--- src/rtl/fetch_pkg.sv ---
// Shared state encoding and constants for the
// byte-wide instruction fetch controller.
package fetch_pkg;

  localparam int          MEM_DEPTH_DEF = 1024;
  localparam logic [31:0] NOP           = 32'h0000_0013;

  typedef enum logic [2:0] {
    IDLE,
    READ,
    COLLECT,
    DONE,
    WRITE
  } fetch_state_e;

endpackage

--- src/rtl/word_assembler.sv ---
// Shifts memory bytes into a 32-bit word, first byte
// landing in the most significant position.
module word_assembler (
  input  logic        clk,
  input  logic        reset_n,
  input  logic        i_clear,
  input  logic        i_shift,
  input  logic [7:0]  i_byte,
  output logic [31:0] o_word,
  output logic [2:0]  o_count
);

  logic [31:0] r_word;
  logic [2:0]  r_count;

  always_ff @(posedge clk or negedge reset_n) begin
    if (!reset_n) begin
      r_word  <= '0;
      r_count <= '0;
    end else if (i_clear) begin
      r_word  <= '0;
      r_count <= '0;
    end else if (i_shift) begin
      r_word  <= {r_word[23:0], i_byte};
      r_count <= r_count + 3'd1;
    end
  end

  assign o_word  = r_word;
  assign o_count = r_count;

endmodule

--- src/rtl/fetch_controller.sv ---
// Serialises 32-bit instruction fetches over a byte
// memory and arbitrates a program loader port.
module fetch_controller
  import fetch_pkg::*;
#(
  parameter int MEM_DEPTH = MEM_DEPTH_DEF,
  parameter int ADDR_W    = $clog2(MEM_DEPTH)
) (
  input  logic              clk,
  input  logic              reset_n,
  input  logic              fetch_req,
  input  logic [31:0]       fetch_addr,
  output logic              fetch_ready,
  output logic              fetch_valid,
  output logic [31:0]       instruction,
  output logic              fetch_err,
  input  logic              load_valid,
  input  logic [31:0]       load_addr,
  input  logic [7:0]        load_byte,
  output logic              load_ready,
  output logic              load_err,
  output logic [ADDR_W-1:0] mem_addr,
  output logic              mem_we,
  output logic [7:0]        mem_wdata,
  input  logic [7:0]        mem_rdata
);

  fetch_state_e r_state;
  fetch_state_e w_next;

  logic [ADDR_W-1:0] r_faddr;
  logic [ADDR_W-1:0] r_laddr;
  logic [7:0]        r_ldata;
  logic [1:0]        r_idx;
  logic              r_err;
  logic              r_lerr;
  logic [31:0]       r_instr;

  logic        w_idle;
  logic        w_load_go;
  logic        w_fetch_go;
  logic        w_fetch_ok;
  logic        w_load_ok;
  logic        w_shift;
  logic [31:0] w_word;
  logic [2:0]  w_cnt;
  logic [31:0] w_instr;

  assign w_idle     = (r_state == IDLE);
  assign w_load_go  = w_idle && load_valid;
  assign w_fetch_go = w_idle && fetch_req
                   && !load_valid;
  // 32-bit compare so addresses near 2^32 never wrap in.
  assign w_fetch_ok = (fetch_addr[1:0] == 2'b00)
                   && (fetch_addr <= 32'(MEM_DEPTH - 4));
  assign w_load_ok  = (load_addr < 32'(MEM_DEPTH));
  assign w_shift    = (r_state == READ)
                   || (r_state == COLLECT);

  assign fetch_ready = w_idle && !load_valid;
  assign load_ready  = w_idle;
  assign instruction = w_instr;

  word_assembler u_asm (
    .clk     (clk),
    .reset_n (reset_n),
    .i_clear (w_fetch_go),
    .i_shift (w_shift),
    .i_byte  (mem_rdata),
    .o_word  (w_word),
    .o_count (w_cnt)
  );

  always_ff @(posedge clk or negedge reset_n) begin
    if (!reset_n) r_state <= IDLE;
    else          r_state <= w_next;
  end

  always_comb begin
    w_next = r_state;
    unique case (r_state)
      IDLE: begin
        if (w_load_go)
          w_next = WRITE;
        else if (w_fetch_go)
          w_next = w_fetch_ok ? READ : DONE;
      end
      READ:    if (r_idx == 2'd3) w_next = COLLECT;
      COLLECT: if (w_cnt == 3'd3) w_next = DONE;
      DONE:    w_next = IDLE;
      WRITE:   w_next = IDLE;
      default: w_next = IDLE;
    endcase
  end

  always_comb begin
    fetch_valid = 1'b0;
    fetch_err   = 1'b0;
    load_err    = 1'b0;
    mem_we      = 1'b0;
    mem_addr    = '0;
    mem_wdata   = '0;
    w_instr     = r_instr;
    unique case (r_state)
      // Byte 0 address goes out in the accept cycle.
      IDLE: begin
        if (w_fetch_go && w_fetch_ok)
          mem_addr = fetch_addr[ADDR_W-1:0];
      end
      READ: mem_addr = r_faddr + ADDR_W'(r_idx);
      COLLECT: ;
      DONE: begin
        fetch_valid = 1'b1;
        fetch_err   = r_err;
        w_instr     = r_err ? NOP : w_word;
      end
      WRITE: begin
        mem_addr  = r_laddr;
        mem_wdata = r_ldata;
        mem_we    = !r_lerr;
        load_err  = r_lerr;
      end
      default: ;
    endcase
  end

  always_ff @(posedge clk or negedge reset_n) begin
    if (!reset_n) begin
      r_faddr <= '0;
      r_laddr <= '0;
      r_ldata <= '0;
      r_idx   <= '0;
      r_err   <= 1'b0;
      r_lerr  <= 1'b0;
      r_instr <= '0;
    end else begin
      if (w_fetch_go) begin
        r_faddr <= fetch_addr[ADDR_W-1:0];
        r_err   <= !w_fetch_ok;
        r_idx   <= 2'd1;
      end else if (r_state == READ) begin
        r_idx <= r_idx + 2'd1;
      end
      if (w_load_go) begin
        r_laddr <= load_addr[ADDR_W-1:0];
        r_ldata <= load_byte;
        r_lerr  <= !w_load_ok;
      end
      if (r_state == DONE)
        r_instr <= w_instr;
    end
  end

endmodule

--- config.mk ---
export PLATFORM = sky130hd
export DESIGN_NAME = fetch_controller
export DESIGN_NICKNAME = d
export VERILOG_FILES = /design/src/rtl/fetch_pkg.sv /design/src/rtl/word_assembler.sv /design/src/rtl/fetch_controller.sv
export SDC_FILE = /design/constraint.sdc
export NUM_CORES = 1
export LEC_CHECK = 0
export ABC_AREA = 1
export BUFFER_PORTS_ARGS = -buffer_cell sky130_fd_sc_hd__buf_2
export CAP_MARGIN = 30
export CORE_UTILIZATION = 40
export DETAILED_ROUTE_END_ITERATION = 7
export SLEW_MARGIN = 10
export SYNTH_ARGS = -nofsm -noshare
export SYNTH_HDL_FRONTEND = slang
export SYNTH_SLANG_ARGS = --single-unit
export TNS_END_PERCENT = 5
--- constraint.sdc ---
create_clock -name clk -period 4.03 [get_ports clk]
set_clock_uncertainty 0.05 [all_clocks]
set_input_delay 0 -clock clk [delete_from_list [all_inputs] [get_ports clk]]
set_output_delay 0 -clock clk [all_outputs]
set_load 0.005 [all_outputs]
==> flow_summary.json, run 1 <==
{
  "multi_input_area_sq_mm": 0.00194,
  "syn_area_sq_mm": 0.00493,
  "internal-power_mw": 2.59,
  "max_freq_mhz": 378,
  "cp_common_cell": "dlygate4sd3_1",
  "slowest_stage": "dlygate4sd3_1",
  "drive_gt1_share_pct": 24.5,
  "p_sw_mw": 1.81,
  "p_leak_nw": 3.27,
  "avgSynthCellArea_sq_um": 8.66,
  "p_clk_share_pct": 19.8,
  "period_needed_ns": 2.64,
  "die_w_um": 113,
  "switching_share_pct": 41.1,
  "power.density_mw_per_mm2": 683,
  "worstSetupEndpointType": "register",
  "synthTopCellsByArea": "dfrtp_1 (52%), nand2_1 (11%), o31ai_1 (8.8%), inv_1 (4.3%), nor2_1 (3.7%)",
  "seqCellArea_sq_mm": 0.00255,
  "drv_cap": 0,
  "synth-xor-area-share_pct": 0,
  "die_height_um": 113,
  "cts_sinks": 102,
  "num_rows": 40,
  "synthCells": 569,
  "postCtsHoldBufs": 42,
  "grt_max_degree": 89,
  "portBuffers": 139,
  "pwr-share-comb_pct": 42.8,
  "crit_chain": "dlygate4sd3_1 -> buf_2 -> nor2_1 -> dlygate4sd3_1 -> nand2_1 -> nor3_1 -> dlygate4sd3_1 -> nand3_1 -> dlygate4sd3_1 -> o21a_1",
  "fp.dieArea_sq_mm": 0.0128,
  "finalSetupViolations": 0,
  "synthArstFlopShare_pct": 100,
  "place_hpwl_mm": 8.04,
  "synth_ff_type": "dfrtp_1",
  "path_clk_slew_ns": 0.07,
  "cts_root_buf": "clkbuf_16",
  "initial_core_util_pct": 41.0,
  "pin_count": 140,
  "core_sq_mm": 0.0120,
  "rsz0062_at_grt": "false",
  "min_path_type": "in -> reg",
  "num_vias": 4428,
  "slew_headroom_pct": 45.2,
  "power.total_mw": 4.39,
  "synthDistinctLibCells": 38,
  "synth_adder_area_share_pct": 1.68,
  "crit_required_ns": 4.22,
  "post_cts_buffers": 0,
  "grt_pass1_vias": 4115,
  "drtAntennaViolNets": 0,
  "grt_antenna_before_repair": 0,
  "ys_seq_elements": 102,
  "finalHoldViolations": 0,
  "fin_nets": 827,
  "power_frac_seq_pct": 37.4,
  "grt_overflow": 0,
  "nFillCells": 1129,
  "grt_util_all_layers_pct": 19.3,
  "via_per_inst": 4.98,
  "synth_edf_count": 0,
  "routedWlPerCell_um": 13.2,
  "synth_top_cell_area_share_pct": 51.8,
  "synth-simple-area-share_pct": 20.4,
  "irDropWorstVdd_v": 0.000283,
  "cp_max_fo": 1,
  "worstPathArrival_ns": 2.83,
  "syn_to_final_growth_pct": 30.5,
  "first_pass_iters": 4,
  "synth_seq_area_share_pct": 51.8,
  "synth_nets": 659,
  "grt_pass1_wl_mm": 19.7,
  "slowest_delay_ns": 0.59,
  "worst_setup_path_start_kind": "input pin",
  "critical_path_class": "in -> reg",
  "cts_buffers": 9,
  "drv_slew": 0,
  "antenna_cells": 0,
  "cts_max_level": 3,
  "drc": 0,
  "synth_top_area_cell": "dfrtp_1",
  "clockBufferDepth": 2,
  "clkLatencyLatePin_ns": 0.34,
  "cts_tree": "done",
  "fin_hold_ws_ns": 0.0197,
  "synth_top_family_by_area": "simple AND/OR/NAND/NOR gates",
  "setup_tns_ns": 0,
  "place_congestion": 0.788,
  "wl_mm": 11.8,
  "synth_mux_area_share_pct": 0,
  "cts_resized": 0,
  "fin_crit_sh_pct": 65.6,
  "drt_iter0_drc": 228,
  "synth_compound_area_share_pct": 17.3,
  "status": "finished, final reports clean",
  "yosysWarnings": 0,
  "worst_pin_slew_ns": 0.821
}
[stage by stage]
| stage | area (sq um) | util [%] | setup slack (ns) | cells |
|---|---|---|---|---|
| finish | 6430 | 53.5 | 1.39 | 889 |
| global placement | 5650 | 47.0 | 2.05 | 828 |
| CTS | 6370 | 53.0 | 1.50 | 886 |
| detailed placement | 5650 | 47.0 | 2.01 | 828 |
| global route | 6430 | 53.5 | 1.24 | 889 |
| floorplan | 4930 | - | 2.48 | 569 |
[power by group through the flow]
stage / Sequential (mW) / Combinational, mW / Clock, mW
floorplan: 1.60 / 1.39 / 0
global placement: 1.72 / 1.72 / 0
detailed placement: 1.73 / 1.77 / 0
CTS: 1.71 / 1.80 / 0.887
global route: 1.69 / 2.16 / 0.930
finish: 1.64 / 1.88 / 0.868
[kinds of logic (layout without fill, tap and decap cells)]
| group | Yosys count | count (layout) |
|---|---|---|
| fa+ha+maj | 6 | 6 |
| flops | 102 | 102 |
| simple gates | 238 | 238 |
| compound gates | 129 | 129 |
| buf+inv | 94 | 267 |
[critical path, delay by kind of cell]
family | cells | cell delay, ns
AO/OA/AOI/OAI | 1 | 0.11
buffers and inverters | 5 | 2.37
AND/OR/NAND/NOR | 4 | 0.36
[cell usage in the layout, fill, tap and decap left out, drive strengths merged]
| cell | instances |
|---|---|
| a22o | 2 |
| o21a | 1 |
| inv | 66 |
| dfrtp | 102 |
| o21ai | 28 |
| nor3 | 2 |
| a21oi | 7 |
| a21o | 1 |
| clkbuf | 10 |
| buf | 143 |
| a22oi | 1 |
| nand4 | 1 |
| nor2 | 52 |
| dlygate4sd3 | 43 |
| nand2 | 154 |
| a21boi | 1 |
| a32oi | 1 |
| fa | 1 |
| clkinv | 5 |
| ha | 5 |
| o22ai | 23 |
| o31ai | 58 |
| nand3 | 24 |
| or2 | 5 |
| a31oi | 6 |
[flip-flops by register name (all words and copies together), names as in the netlist]
| name | cells |
|---|---|
| r_err | 1 |
| r_faddr | 10 |
| r_idx | 2 |
| r_instr | 32 |
| r_laddr | 10 |
| r_ldata | 8 |
| r_lerr | 1 |
| r_state | 3 |
| u_asm.o_count | 3 |
| u_asm.o_word | 32 |
[final timing paths]
kind | startpoint | to | slack [ns] | cells past startpoint
max | load_addr[28] | r_lerr | 1.39 | 10
min | fetch_req | r_state[1] | 0.02 | 5
max reg2reg | r_state[2] | r_lerr | 2.02 | 8
min reg2reg | r_instr[15] | r_instr[15] | 0.43 | 2
max in group asynchronous | reset_n | r_err | 2.41 | 5
min in group asynchronous | reset_n | r_instr[5] | 0.53 | 3
[per-layer routing]
metal / GRT usage [%] / share of wire [%] / routed length, um
met1: 26.0 / 46 / 5440
met2: 32.6 / 48 / 5650
met3: 4.12 / 5.1 / 595
met4: 3.51 / 0.68 / 80
met5: 0 / 0 / 0
[layout make-up]
| cell class | instances | share of cell area (%) |
|---|---|---|
| Clock buffer | 10 | 3.72 |
| Clock inverter | 6 | 1.01 |
| Inverter | 65 | 3.95 |
| Multi-Input combinational cell | 373 | 30.2 |
| Sequential cell | 102 | 39.7 |
| Tap cell | 147 | 2.86 |
| Timing Repair Buffer | 186 | 18.5 |
[Yosys cell counts, types with 2 or more instances]
cell type / count
a21oi_1: 7
a22o_1: 2
a31oi_1: 6
buf_2: 14
buf_4: 2
buf_6: 6
clkbuf_1: 7
clkinv_1: 2
dfrtp_1: 102
ha_1: 5
inv_1: 57
inv_2: 3
inv_4: 2
nand2_1: 148
nand2_2: 4
nand3_1: 24
nor2_1: 49
o21ai_0: 12
o21ai_1: 15
o22ai_1: 23
o31ai_1: 58
or2_2: 5
Power figures use the tool's default switching activity.
==> inputs of run 2 (changes only) <==
Settings changed: ABC_AREA 1 to 0.
Clock period 4.03 ns to 2.7 ns, I/O delays scaled along.
==> run 2 against run 1 <==
Core utilization grew 0.47 points. Non-clock buffer count shrank 1. Via count shrank 13%. Critical path type is now reg -> out. Largest power group is now sequential cells. Highest routed layer unchanged.
==> flow_summary.json, run 2 <==
{
  "slowest_stage": "dfrtp_1",
  "drt_iter0_drc": 174,
  "busiest_layer": "met2",
  "drv_slew": 0,
  "grt_pass1_wl_mm": 18.7,
  "clockBufferDepth": 2,
  "synthCells": 455,
  "fin_crit_sh_pct": 87.2,
  "pwr-share-comb_pct": 36.7,
  "synthDistinctLibCells": 45,
  "crit_family": "simple AND/OR/NAND/NOR gates",
  "routedWlPerCell_um": 14.3,
  "grt_antenna_before_repair": 0,
  "cts_resized": 0,
  "cts_tree": "done",
  "grt_use_met3_pct": 5.96,
  "ys_top_cells_by_count": "dfrtp_1 (102), nand2_1 (70), o21ai_0 (66)",
  "dp_slack_ns": 0.621,
  "status": "finished, final reports clean",
  "grt_pass1_vias": 3881,
  "synth_top_area_cell": "dfrtp_1",
  "grt_overflow": 0,
  "setup_tns_ns": 0,
  "critical_path_class": "reg -> out",
  "die_w_um": 111,
  "cts_root_buf": "clkbuf_16",
  "p_clk_share_pct": 20.0,
  "irDropWorstVdd_v": 0.000511,
  "wl_mm": 11.0,
  "fin_hold_ws_ns": 0.0242,
  "place_congestion": 0.794,
  "slew_headroom_pct": 46.0,
  "num_rows": 39,
  "dpl.cell_count": 713,
  "num_vias": 3838,
  "crit_required_ns": 2.65,
  "power.total_mw": 6.05,
  "synth_top_cell_area_share_pct": 53.9,
  "max_freq_mhz": 425,
  "p_sw_mw": 2.14,
  "yosysMostFrequentCell": "dfrtp_1",
  "die_height_um": 111,
  "worstPathArrival_ns": 2.30,
  "first_pass_iters": 4,
  "grt_max_degree": 98,
  "final_area_sq_mm": 0.00619,
  "rsz0062_at_grt": "false",
  "synth_seq_area_share_pct": 53.9,
  "drtAntennaViolNets": 0,
  "clkLatencyLatePin_ns": 0.34,
  "mostFrequentLayoutCells": "buf_2 (138), dfrtp_1 (102), nand2_1 (70), o21ai_0 (66), dlygate4sd3_1 (39)",
  "min_path_type": "in -> reg",
  "worst_pin_slew_ns": 0.810,
  "initial_core_util_pct": 41.3,
  "ys_seq_elements": 102,
  "place_hpwl_mm": 7.58,
  "synthArstFlopShare_pct": 100,
  "drv_cap": 0,
  "mostFrequentLayoutCell": "buf_2",
  "cts_sinks": 102,
  "fp.dieArea_sq_mm": 0.0123,
  "use_met1_pct": 24.1,
  "finalHoldViolations": 0,
  "synthTopCellsByArea": "dfrtp_1 (54%), o21ai_0 (7.0%), a22o_1 (6.1%), nand2_1 (5.6%), nand2b_1 (3.8%)",
  "portBuffers": 139,
  "path_clk_slew_ns": 0.06,
  "finalSetupViolations": 0,
  "cts_buffers": 9,
  "internal-power_mw": 3.91,
  "cp.buffers_inverters": 2,
  "synth_ff_type": "dfrtp_1",
  "yosysWarnings": 0,
  "utilization_pct": 54.0,
  "via_per_inst": 5.00,
  "core_sq_mm": 0.0115,
  "worstSetupEndpointType": "output port",
  "syn_area_sq_mm": 0.00473,
  "power_frac_seq_pct": 43.3,
  "avgSynthCellArea_sq_um": 10.4,
  "synth_edf_count": 0,
  "nFillCells": 1036,
  "power.density_mw_per_mm2": 977,
  "crit_chain": "nor4_4 -> and2_1 -> buf_4 -> nand2_1 -> o221ai_1 -> buf_2",
  "grt_util_all_layers_pct": 19.1,
  "slowest_delay_ns": 0.51,
  "syn_to_final_growth_pct": 30.8,
  "pin_count": 140,
  "p_leak_nw": 2.96,
  "worst_setup_path_start_kind": "register",
  "setup_slack_ns": 0.346,
  "period_needed_ns": 2.35,
  "synth_nets": 545,
  "cp_max_fo": 14,
  "fin_nets": 710,
  "drive_gt1_share_pct": 28.2,
  "placedInstanceArea_sq_mm": 0.00553,
  "grt_use_met2_pct": 32.1,
  "switching_share_pct": 35.4,
  "antenna_cells": 0,
  "cts_max_level": 3,
  "drc": 0,
  "fin_cells": 767
}
run 2: worst reg2reg max path, delay by kind of cell, from the launching register on:
kind	cells	cell delay (ns)
muxes	1	0.30
and+or+nand+nor	3	0.87
buffers and inverters	1	0.24
DFF	1	0.51
run 2: power groups by stage:
stage	Combinational, mW	Sequential (mW)	Clock [mW]
finish	2.22	2.62	1.21
global route	2.54	2.70	1.32
CTS	2.25	2.62	1.26
detailed placement	2.21	2.65	0
global placement	2.16	2.62	0
floorplan	1.68	2.45	0
run 2: layout make-up:
class	instances	area (sq um)	area share, %
Clock inverter	4	31.3	0.505
Inverter	4	15.0	0.243
Clock buffer	11	243	3.92
Multi-Input combinational cell	318	2000	32.4
Sequential cell	102	2550	41.2
Timing Repair Buffer	185	1170	18.8
Tap cell	143	179	2.89
run 2: final timing paths:
path / from / end / slack [ns] / depth (start not counted)
max in group asynchronous: reset_n / r_ldata[0] / 1.69 / 3
min in group asynchronous: reset_n / r_instr[5] / 0.20 / 2
setup reg to reg: r_state[1] / u_asm.o_count[0] / 0.63 / 5
hold reg to reg: r_instr[25] / r_instr[25] / 0.42 / 2
setup / recovery: r_state[1] / mem_addr[5] / 0.35 / 6
hold / removal: load_valid / r_state[0] / 0.02 / 4
run 2: timing repair:
action	4_1_cts	5_1_grt
hold buffers	39	0
buffers inserted	0	0
endpoints found under the hold margin	92	0
run 2: per-layer routing:
| metal | wire length, um | vias up | part of all wire, % |
|---|---|---|---|
| met2 | 5230 | 113 | 48 |
| met1 | 5000 | 1795 | 46 |
| met5 | 0 | - | 0 |
| met3 | 652 | 9 | 5.9 |
| li1 | - | 1921 | - |
| met4 | 83 | 0 | 0.76 |
run 2: cell families (layout without fill, tap and decap cells):
family                   count (synthesis)  after routing  synth area share [%]
multiplexers                            21             21                  4.94
adder cells (fa/ha/maj)                  6              6                  1.74
AND/OR/NAND/NOR                        163            163                  17.8
XOR/XNOR                                10             10                  1.85
AO/OA/AOI/OAI                          118            118                  15.9
buffers and inverters                   35            204                  3.86
flip-flops                             102            102                  53.9
